<file path="config.mk">
export PLATFORM = sky130hd
export DESIGN_NAME = ssd_bcd_counter
export DESIGN_NICKNAME = d
export VERILOG_FILES = /design/src/rtl/ssd_bcd_counter_pkg.sv /design/src/rtl/ssd_digit_decode.sv /design/src/rtl/ssd_bcd_counter.sv
export SDC_FILE = /design/constraint.sdc
export NUM_CORES = 1
export LEC_CHECK = 0
export BUFFER_PORTS_ARGS = -buffer_cell sky130_fd_sc_hd__buf_4
export CELL_PAD_IN_SITES_DETAIL_PLACEMENT = 1
export CELL_PAD_IN_SITES_GLOBAL_PLACEMENT = 1
export CORE_MARGIN = 2
export CORE_UTILIZATION = 45
export CTS_BUF_LIST = sky130_fd_sc_hd__clkbuf_2 sky130_fd_sc_hd__clkbuf_4 sky130_fd_sc_hd__clkbuf_8
export DETAILED_ROUTE_END_ITERATION = 10
export HOLD_SLACK_MARGIN = 0.12
export PLACE_DENSITY = 0.87
export SYNTH_ARGS = -nofsm -noshare
export SYNTH_HDL_FRONTEND = slang
export SYNTH_SLANG_ARGS = --single-unit
</file>
<file path="constraint.sdc">
create_clock -name clk -period 3.7 [get_ports clk]
set_clock_uncertainty 0.1 [all_clocks]
set_input_delay 0.37 -clock clk [delete_from_list [all_inputs] [get_ports clk]]
set_output_delay 0.37 -clock clk [all_outputs]
set_load 0.02 [all_outputs]
</file>
<file path="src/rtl/ssd_bcd_counter_pkg.sv">
// rtl/ssd_bcd_counter_pkg.sv - shared widths, segment codes and BCD helpers
package ssd_bcd_counter_pkg;

   localparam int DIGIT_W = 4;
   localparam int SEG_W   = 7;

   // active-low, bit0 = a .. bit6 = g
   localparam logic [SEG_W-1:0] SEG_0     = 7'h40;
   localparam logic [SEG_W-1:0] SEG_1     = 7'h79;
   localparam logic [SEG_W-1:0] SEG_2     = 7'h24;
   localparam logic [SEG_W-1:0] SEG_3     = 7'h30;
   localparam logic [SEG_W-1:0] SEG_4     = 7'h19;
   localparam logic [SEG_W-1:0] SEG_5     = 7'h12;
   localparam logic [SEG_W-1:0] SEG_6     = 7'h02;
   localparam logic [SEG_W-1:0] SEG_7     = 7'h78;
   localparam logic [SEG_W-1:0] SEG_8     = 7'h00;
   localparam logic [SEG_W-1:0] SEG_9     = 7'h10;
   localparam logic [SEG_W-1:0] SEG_BLANK = 7'h7F;

   function automatic logic [31:0] to_bcd(input int unsigned v);
      logic [31:0] r;
      int unsigned x;
      r = '0;
      x = v;
      for (int k = 0; k < 8; k++) begin
         r[k*DIGIT_W +: DIGIT_W] = DIGIT_W'(x % 10);
         x = x / 10;
      end
      return r;
   endfunction

endpackage

</file>
<file path="src/rtl/ssd_digit_decode.sv">
// rtl/ssd_digit_decode.sv - one BCD digit to active-low seven-segment code
module ssd_digit_decode
   import ssd_bcd_counter_pkg::*;
(
   input  logic [DIGIT_W-1:0] digit,
   input  logic               blank,
   output logic [SEG_W-1:0]   seg
);

   always_comb begin
      seg = SEG_BLANK;
      if (!blank) begin
         case (digit)
            4'd0:    seg = SEG_0;
            4'd1:    seg = SEG_1;
            4'd2:    seg = SEG_2;
            4'd3:    seg = SEG_3;
            4'd4:    seg = SEG_4;
            4'd5:    seg = SEG_5;
            4'd6:    seg = SEG_6;
            4'd7:    seg = SEG_7;
            4'd8:    seg = SEG_8;
            4'd9:    seg = SEG_9;
            default: seg = SEG_BLANK;
         endcase
      end
   end

endmodule

</file>
<file path="src/rtl/ssd_bcd_counter.sv">
// rtl/ssd_bcd_counter.sv - prescaled multi-digit BCD up/down counter with registered HEX outputs
module ssd_bcd_counter
   import ssd_bcd_counter_pkg::*;
#(
   parameter int DIGITS    = 2,
   parameter int MAX_COUNT = 10,
   parameter int PRESCALE  = 50000000,
   parameter int BLANK_LZ  = 1
)
(
   input  logic                      clk,
   input  logic                      rst_n,
   input  logic                      en,
   input  logic                      up,
   input  logic                      clear,
   input  logic                      load,
   input  logic [DIGIT_W*DIGITS-1:0] load_val,
   output logic [DIGIT_W*DIGITS-1:0] count_bcd,
   output logic [SEG_W*DIGITS-1:0]   hex,
   output logic                      wrap,
   output logic                      load_err
);

   localparam int CW = DIGIT_W * DIGITS;
   localparam int HW = SEG_W * DIGITS;
   localparam int PW = (PRESCALE > 1) ? $clog2(PRESCALE) : 1;
   localparam logic [PW-1:0] PMAX     = PW'(PRESCALE - 1);
   localparam logic [31:0]   MAX_BCD32 = to_bcd(MAX_COUNT);
   localparam logic [CW-1:0] MAX_BCD  = MAX_BCD32[CW-1:0];

   function automatic logic [CW-1:0] bcd_inc(input logic [CW-1:0] v);
      logic [CW-1:0] r;
      logic          c;
      r = v;
      c = 1'b1;
      for (int k = 0; k < DIGITS; k++) begin
         if (c) begin
            if (v[k*DIGIT_W +: DIGIT_W] == 4'd9) begin
               r[k*DIGIT_W +: DIGIT_W] = 4'd0;
            end else begin
               r[k*DIGIT_W +: DIGIT_W] = v[k*DIGIT_W +: DIGIT_W] + 4'd1;
               c = 1'b0;
            end
         end
      end
      return r;
   endfunction

   function automatic logic [CW-1:0] bcd_dec(input logic [CW-1:0] v);
      logic [CW-1:0] r;
      logic          b;
      r = v;
      b = 1'b1;
      for (int k = 0; k < DIGITS; k++) begin
         if (b) begin
            if (v[k*DIGIT_W +: DIGIT_W] == 4'd0) begin
               r[k*DIGIT_W +: DIGIT_W] = 4'd9;
            end else begin
               r[k*DIGIT_W +: DIGIT_W] = v[k*DIGIT_W +: DIGIT_W] - 4'd1;
               b = 1'b0;
            end
         end
      end
      return r;
   endfunction

   function automatic logic nibbles_ok(input logic [CW-1:0] v);
      logic ok;
      ok = 1'b1;
      for (int k = 0; k < DIGITS; k++)
         if (v[k*DIGIT_W +: DIGIT_W] > 4'd9) ok = 1'b0;
      return ok;
   endfunction

   function automatic logic [HW-1:0] hex_reset();
      logic [HW-1:0] r;
      for (int k = 0; k < DIGITS; k++)
         r[k*SEG_W +: SEG_W] = (k == 0 || BLANK_LZ == 0) ? SEG_0 : SEG_BLANK;
      return r;
   endfunction

   logic [PW-1:0]     presc, presc_nxt;
   logic [CW-1:0]     count_nxt;
   logic [HW-1:0]     hex_nxt;
   logic [DIGITS-1:0] blank;
   logic              step, load_ok, wrap_nxt, err_nxt, hi_zero;

   always_comb begin
      step      = en && (presc == PMAX);
      // valid BCD orders the same as unsigned binary, so a plain compare suffices
      load_ok   = nibbles_ok(load_val) && (load_val <= MAX_BCD);
      count_nxt = count_bcd;
      presc_nxt = presc;
      wrap_nxt  = 1'b0;
      err_nxt   = 1'b0;
      if (clear) begin
         count_nxt = '0;
         presc_nxt = '0;
      end else if (load) begin
         presc_nxt = '0;
         if (load_ok) count_nxt = load_val;
         else         err_nxt   = 1'b1;
      end else if (step) begin
         presc_nxt = '0;
         if (up) begin
            if (count_bcd == MAX_BCD) begin
               count_nxt = '0;
               wrap_nxt  = 1'b1;
            end else begin
               count_nxt = bcd_inc(count_bcd);
            end
         end else begin
            if (count_bcd == '0) begin
               count_nxt = MAX_BCD;
               wrap_nxt  = 1'b1;
            end else begin
               count_nxt = bcd_dec(count_bcd);
            end
         end
      end else if (en) begin
         presc_nxt = presc + PW'(1);
      end
   end

   // blank is derived from the next count so hex lands on the same edge as count_bcd
   always_comb begin
      blank   = '0;
      hi_zero = 1'b1;
      for (int k = DIGITS - 1; k >= 1; k--) begin
         hi_zero  = hi_zero && (count_nxt[k*DIGIT_W +: DIGIT_W] == 4'd0);
         blank[k] = (BLANK_LZ != 0) && hi_zero;
      end
   end

   for (genvar g = 0; g < DIGITS; g++) begin : g_dec
      ssd_digit_decode u_dec (
         .digit (count_nxt[g*DIGIT_W +: DIGIT_W]),
         .blank (blank[g]),
         .seg   (hex_nxt[g*SEG_W +: SEG_W])
      );
   end

   always_ff @(posedge clk) begin
      if (!rst_n) begin
         presc     <= '0;
         count_bcd <= '0;
         hex       <= hex_reset();
         wrap      <= 1'b0;
         load_err  <= 1'b0;
      end else begin
         presc     <= presc_nxt;
         count_bcd <= count_nxt;
         hex       <= hex_nxt;
         wrap      <= wrap_nxt;
         load_err  <= err_nxt;
      end
   end

endmodule

</file>
== Word level (Yosys, flattened, before mapping) ==
Memory sizes are Yosys's and may differ from the RTL's. A register that Yosys moved wholly into a read port is not among the register bits.
Cells that the tools add are included.
Widths: inputs -> output; s select.

* Bits in registers: 36
* Memory bits (read-only): 224
* Input port bits: 14
* Output and inout bits: 24
* Logic and storage cells: 63
* Memories kept: 2

{| class="wikitable"
|+ Memory list
! name !! words !! width !! read ports !! clocked after memory_dff !! write ports !! RTL line !! RTL
|-
| (no name shown) || 16 || 7 || 1 || 1 || 0 || ssd_digit_decode.sv:13 || <nowiki>case (digit)</nowiki>
|-
| (no name shown) || 16 || 7 || 1 || 1 || 0 || ssd_digit_decode.sv:13 ||
|}

* Add/sub/neg operators: 5
* Magnitude comparators: 3
* Equality and inequality tests: 4
* Muxes and demuxes: 31
* Bitwise operators: 3
* Reductions and logical operators: 11

{| class="wikitable"
|+ Operators by type and width
! cell !! count
|-
| $mux 8 || 7
|-
| $add 26x1->26 const B || 1
|-
| $eq 26x26->1 const B || 1
|-
| $mux 4 || 6
|-
| $mux 1 || 18
|-
| $logic_not 4->1 || 3
|-
| $add 4x1->4 const B || 2
|-
| $eq 4x4->1 const B || 2
|-
| $eq 8x5->1 const B || 1
|-
| $gt 4x4->1 const B || 2
|-
| $le 8x5->1 const B || 1
|-
| $logic_not 8->1 || 1
|-
| $reduce_or 4->1 || 2
|-
| $sub 4x1->4 const B || 2
|-
| $not 1->1 || 3
|-
| $reduce_or 3->1 || 1
|-
| $logic_and 1x1->1 || 2
|-
| $reduce_or 2->1 || 1
|-
| $logic_not 1->1 || 1
|}

== Depth between registers and ports, before layout ==
* Depth in word-level cells: 15
* Mapped depth: 12

== Modules after synthesis ==
From an unflattened synthesis, not the netlist that was laid out.

* Cells, all modules: 363
* Area, all modules: 2,986.6 µm²

{| class="wikitable"
|+ Modules (own cells, without submodules)
! module !! instances !! cells each !! area an instance (µm²)
|-
| ssd_bcd_counter || 1 || 297 || 2,513.7
|-
| ssd_digit_decode || 2 || 33 || 236.5
|}

== Worst setup path before layout ==
Ideal clock, no wire load.

* Kind: reg2reg
* Start point: register presc[8]
* End point: register hex[7]
* Library setup time: 135 ps
* Data arrival time: 2,865 ps
* Data required time: 3,465 ps
* Path slack: 599 ps
* Cell stages (with the launch flop): 8
* Path buffers: 0
* Period minus slack after synthesis: 3,101 ps
* Path through: dfxtp_1 > or4_1 > or4_4 > or3_4 > or4_4 > and2_4 > o32ai_4 > o21ai_1

* Cells in the longest elaborated chain, start to end: 7

{| class="wikitable"
|+ RTL lines
! element !! RTL line !! RTL
|-
| from (decl) || ssd_bcd_counter.sv:82 || <nowiki>logic [PW-1:0] presc, presc_nxt;</nowiki>
|-
| from (signal assigned) || ssd_bcd_counter.sv:151 || <nowiki>presc <= presc_nxt;</nowiki>
|-
| $eq 26x26->1 (*) || ssd_bcd_counter.sv:89 || <nowiki>step = en && (presc == PMAX);</nowiki>
|-
| $logic_and 1x1->1 (*) || ssd_bcd_counter.sv:89 ||
|-
| $mux 8 (*) || ssd_bcd_counter.sv:103 || <nowiki>end else if (step) begin</nowiki>
|-
| $mux 8 (*) || ssd_bcd_counter.sv:99 || <nowiki>end else if (load) begin</nowiki>
|-
| $mux 8 (*) || ssd_bcd_counter.sv:96 || <nowiki>if (clear) begin</nowiki>
|-
| $logic_not 4->1 || ssd_bcd_counter.sv:130 || <nowiki>hi_zero = hi_zero && (count_nxt[k*DIGIT_W +: DIGIT_W] == 4'd0);</nowiki>
|-
| $reduce_or 2->1 (no line) || - ||
|-
| to (decl) || ssd_bcd_counter.sv:19 || <nowiki>output logic [SEG_W*DIGITS-1:0] hex,</nowiki>
|}

Mark *: on every way between the ends. The rest lies on a longest branch, timed or not.
A chain may end at the register's enable or synchronous reset.

== Final worst setup path ==
* Start point: register presc[0]
* End point: register hex[7]

* Cells in the longest elaborated chain, start to end: 7

{| class="wikitable"
|+ RTL lines
! element !! RTL line !! RTL
|-
| $eq 26x26->1 (*) || ssd_bcd_counter.sv:89 ||
|-
| $logic_and 1x1->1 (*) || ssd_bcd_counter.sv:89 ||
|-
| $mux 8 (*) || ssd_bcd_counter.sv:103 ||
|-
| $mux 8 (*) || ssd_bcd_counter.sv:99 ||
|-
| $mux 8 (*) || ssd_bcd_counter.sv:96 ||
|-
| net count_nxt[4] || ssd_bcd_counter.sv:83 || <nowiki>logic [CW-1:0] count_nxt;</nowiki>
|-
| $logic_not 4->1 || ssd_bcd_counter.sv:130 ||
|-
| $reduce_or 2->1 (no line) || - ||
|}

Mark *: on every way through the listed nets, which the timed path passes. The rest lies on a longest branch.

==> flow_metrics.env <==
export IMPL_nNetsFinal=416
export IMPL_worstMarginPinSlew_ps=681
export IMPL_reg2reg_depth=10
export IMPL_hold_violations=0
export IMPL_io_buffers=37
export IMPL_synth_area_per_cell_um2=8.23
export IMPL_cts_setup_buffers=0
export IMPL_hold_depth=2
export IMPL_rsz0062_at_grt="no"
export IMPL_synthTopCellsByArea="dfxtp_1 (35%), nor2_1 (6.6%), ha_1 (6.1%)"
export IMPL_max_freq_ghz=0.302
export IMPL_final_cells=465
export IMPL_slew_headroom_pct=54.3
export IMPL_antenna_cells=0
export IMPL_seq_area_frac_synth_pct=34.6
export IMPL_dieArea_um2=7080
export IMPL_endpoint_kind="flop"
export IMPL_die_h_um=84.1
export IMPL_hold_path_class="in2reg"
export IMPL_cp_start_kind="flop"
export IMPL_path_max_fanout=6
export IMPL_worst_setup_path_type="reg2reg"
export IMPL_yosys_area_top_type="dfxtp_1"
export IMPL_async_reset_ff_share_pct=0
export IMPL_cts_max_level=2
export IMPL_fin_crit_sh_pct=89.6
export IMPL_postRouteAntennaNets=0
export IMPL_grt_max_degree=27
export IMPL_setup_tns_ps=0
export IMPL_clk_path_buf_depth=2
export IMPL_grt_overflow=0
export IMPL_holdBufCountCts=0
export IMPL_cts_buffers=5
export IMPL_r2r_start="presc[0]"
export IMPL_synth_nets=379
export IMPL_area_delta_synth_final_pct=16.7
export IMPL_power_density_nw_per_um2=307
export IMPL_synth_top_area_share_pct=34.6
export IMPL_clk_latency_ps=300
export IMPL_ir_worst_vdd_uv=230
export IMPL_min_from="rst_n"
export IMPL_ys_seq_elements=50
export IMPL_ff2ff_setup_slack_ps=380
export IMPL_antenna_found_initial=0
export IMPL_grt_pass1_vias=2710
export IMPL_cts_tree="yes"
export IMPL_cap_violations=0
export IMPL_drc=0
export IMPL_dp_cells=458
export IMPL_setup_viol=0
export IMPL_ioPinCount=38
export IMPL_syn_inst=351
export IMPL_finalMaxSlewViolations=0
export IMPL_std_cell_rows=29
export IMPL_wirelength_um=7870
export IMPL_cts_resized=0
export IMPL_required_ps=3780
export IMPL_r2r_end="hex[7]"
export IMPL_synth_edff_count=0
export IMPL_drive_above_1_share_pct=16.2
export IMPL_die_w_um=84.1
export IMPL_arrival_ps=3400
export IMPL_min_to="hex[11]"
export IMPL_min_period_ps=3320
export IMPL_root_buffer="clkbuf_8"
export IMPL_hpwlAfterDp_um=5890
export IMPL_core_area_um2=6280
export IMPL_yosys_warnings=0
export IMPL_start_util_pct=46.0
export IMPL_synth_flop_cell="dfxtp_1"
export IMPL_syn_area_um2=2890
export IMPL_vias=2715
export IMPL_clk_pin_slew_worst_paths_ps=90
export IMPL_synth_distinct_cells=58
export IMPL_vias_per_cell=5.84
export IMPL_drt_iter0_markers=123
export IMPL_grt_usage_pct=22.7
export IMPL_grt_pass1_wl_um=13300
export IMPL_drtPass1Iterations=4
export IMPL_status="finished clean"
export IMPL_gp_congestion=0.925
export IMPL_cts_sinks=50
export IMPL_p_leak_nw=1.31
export IMPL_wire_per_inst_um=16.9
==> logic make-up (layout without fill, tap and decap cells) <==
logic type	after synthesis	count (layout)	synth area share (%)
AO/OA/AOI/OAI	62	62	15.8
multiplexers	9	9	3.12
buffers and inverters	32	69	4.16
AND/OR/NAND/NOR	160	160	29.0
XOR/XNOR	24	24	7.27
flip-flops	50	50	34.6
adder cells (fa/ha/maj)	14	14	6.06
==> cell usage after synthesis, types with 5 or more instances <==
cell type	instances
o21ai_0	10
clkbuf_1	13
or4_1	5
nand2_1	20
nand4_1	8
inv_1	19
xor2_1	16
or3_1	8
xnor2_1	8
a21oi_1	10
nor4_1	6
ha_1	14
mux2i_1	9
nor2b_1	5
nand3_1	16
nor2_1	51
dfxtp_1	50
nor3_1	15
==> per-layer routing <==
metal  track usage (%)  routed length [µm]  vias to the layer above
met1              29.7                3660                     1342
met5                 0                   0                        -
met4              7.33                 157                        0
met2              38.2                3850                       37
li1                  -                   -                     1322
met3              3.83                 200                       14
==> registers in the layout, indices dropped and copies added (netlist names) <==
register,cells
hex,14
count_bcd,8
presc,26
load_err,1
wrap,1
==> report_power, final <==
part / internal (mW) / switching [mW] / leakage, nW
logic: 0.0365 / 0.0567 / 0.851
clock network: 0.217 / 0.179 / 0.0573
registers: 0.543 / 0.00317 / 0.404
total: 0.796 / 0.239 / 1.31
==> worst max path at each step <==
| stage | end | from | cells after the start |
|---|---|---|---|
| after floorplan | hex[7] | presc[8] | 7 |
| after global placement | hex[7] | presc[8] | 7 |
| after detailed placement | hex[7] | presc[0] | 10 |
| after CTS | hex[7] | presc[0] | 10 |
| after global routing | hex[12] | presc[0] | 10 |
| final | hex[7] | presc[0] | 10 |
==> cell usage in the layout, fill, tap and decap left out, drive strengths merged, types with 10 or more instances in the layout <==
| master | count |
|---|---|
| o21ai | 14 |
| a21oi | 10 |
| ha | 14 |
| inv | 19 |
| dfxtp | 50 |
| buf | 43 |
| xor2 | 16 |
| nand2 | 20 |
| nor2 | 51 |
| nand3 | 16 |
| nor3 | 15 |
==> worst max-delay path, cell delays in order (launching register included) <==
cell and delay [ps]:
dfxtp_1 370, ha_1 190, nand4_1 170, or4_1 630, or3_1 400, o211ai_1 380, inv_1 180, ha_1 260
and2_1 170, o32ai_4 220, o21ai_1 120
==> through the flow <==
stage	hold WS, ps	power (mW)	util, %	cell area [µm²]	setup WS [ps]
global route	222	1.07	53.7	3370	157
CTS	203	1.04	53.7	3370	396
global placement	390	0.647	51.9	3260	505
detailed placement	404	0.650	51.9	3260	432
finish	212	1.03	53.7	3370	385
floorplan	349	0.611	-	2890	599
==> layout make-up <==
type / instances / area, µm²
clock buffer: 6 / 82.6
clock inverter: 1 / 30.0
fill: 795 / 2900
inverter: 19 / 71.3
multi-input combinational: 269 / 1770
sequential: 50 / 1000
tap: 77 / 96.3
timing repair buffer: 43 / 323
No activity file was read; power rests on OpenSTA's default activity.
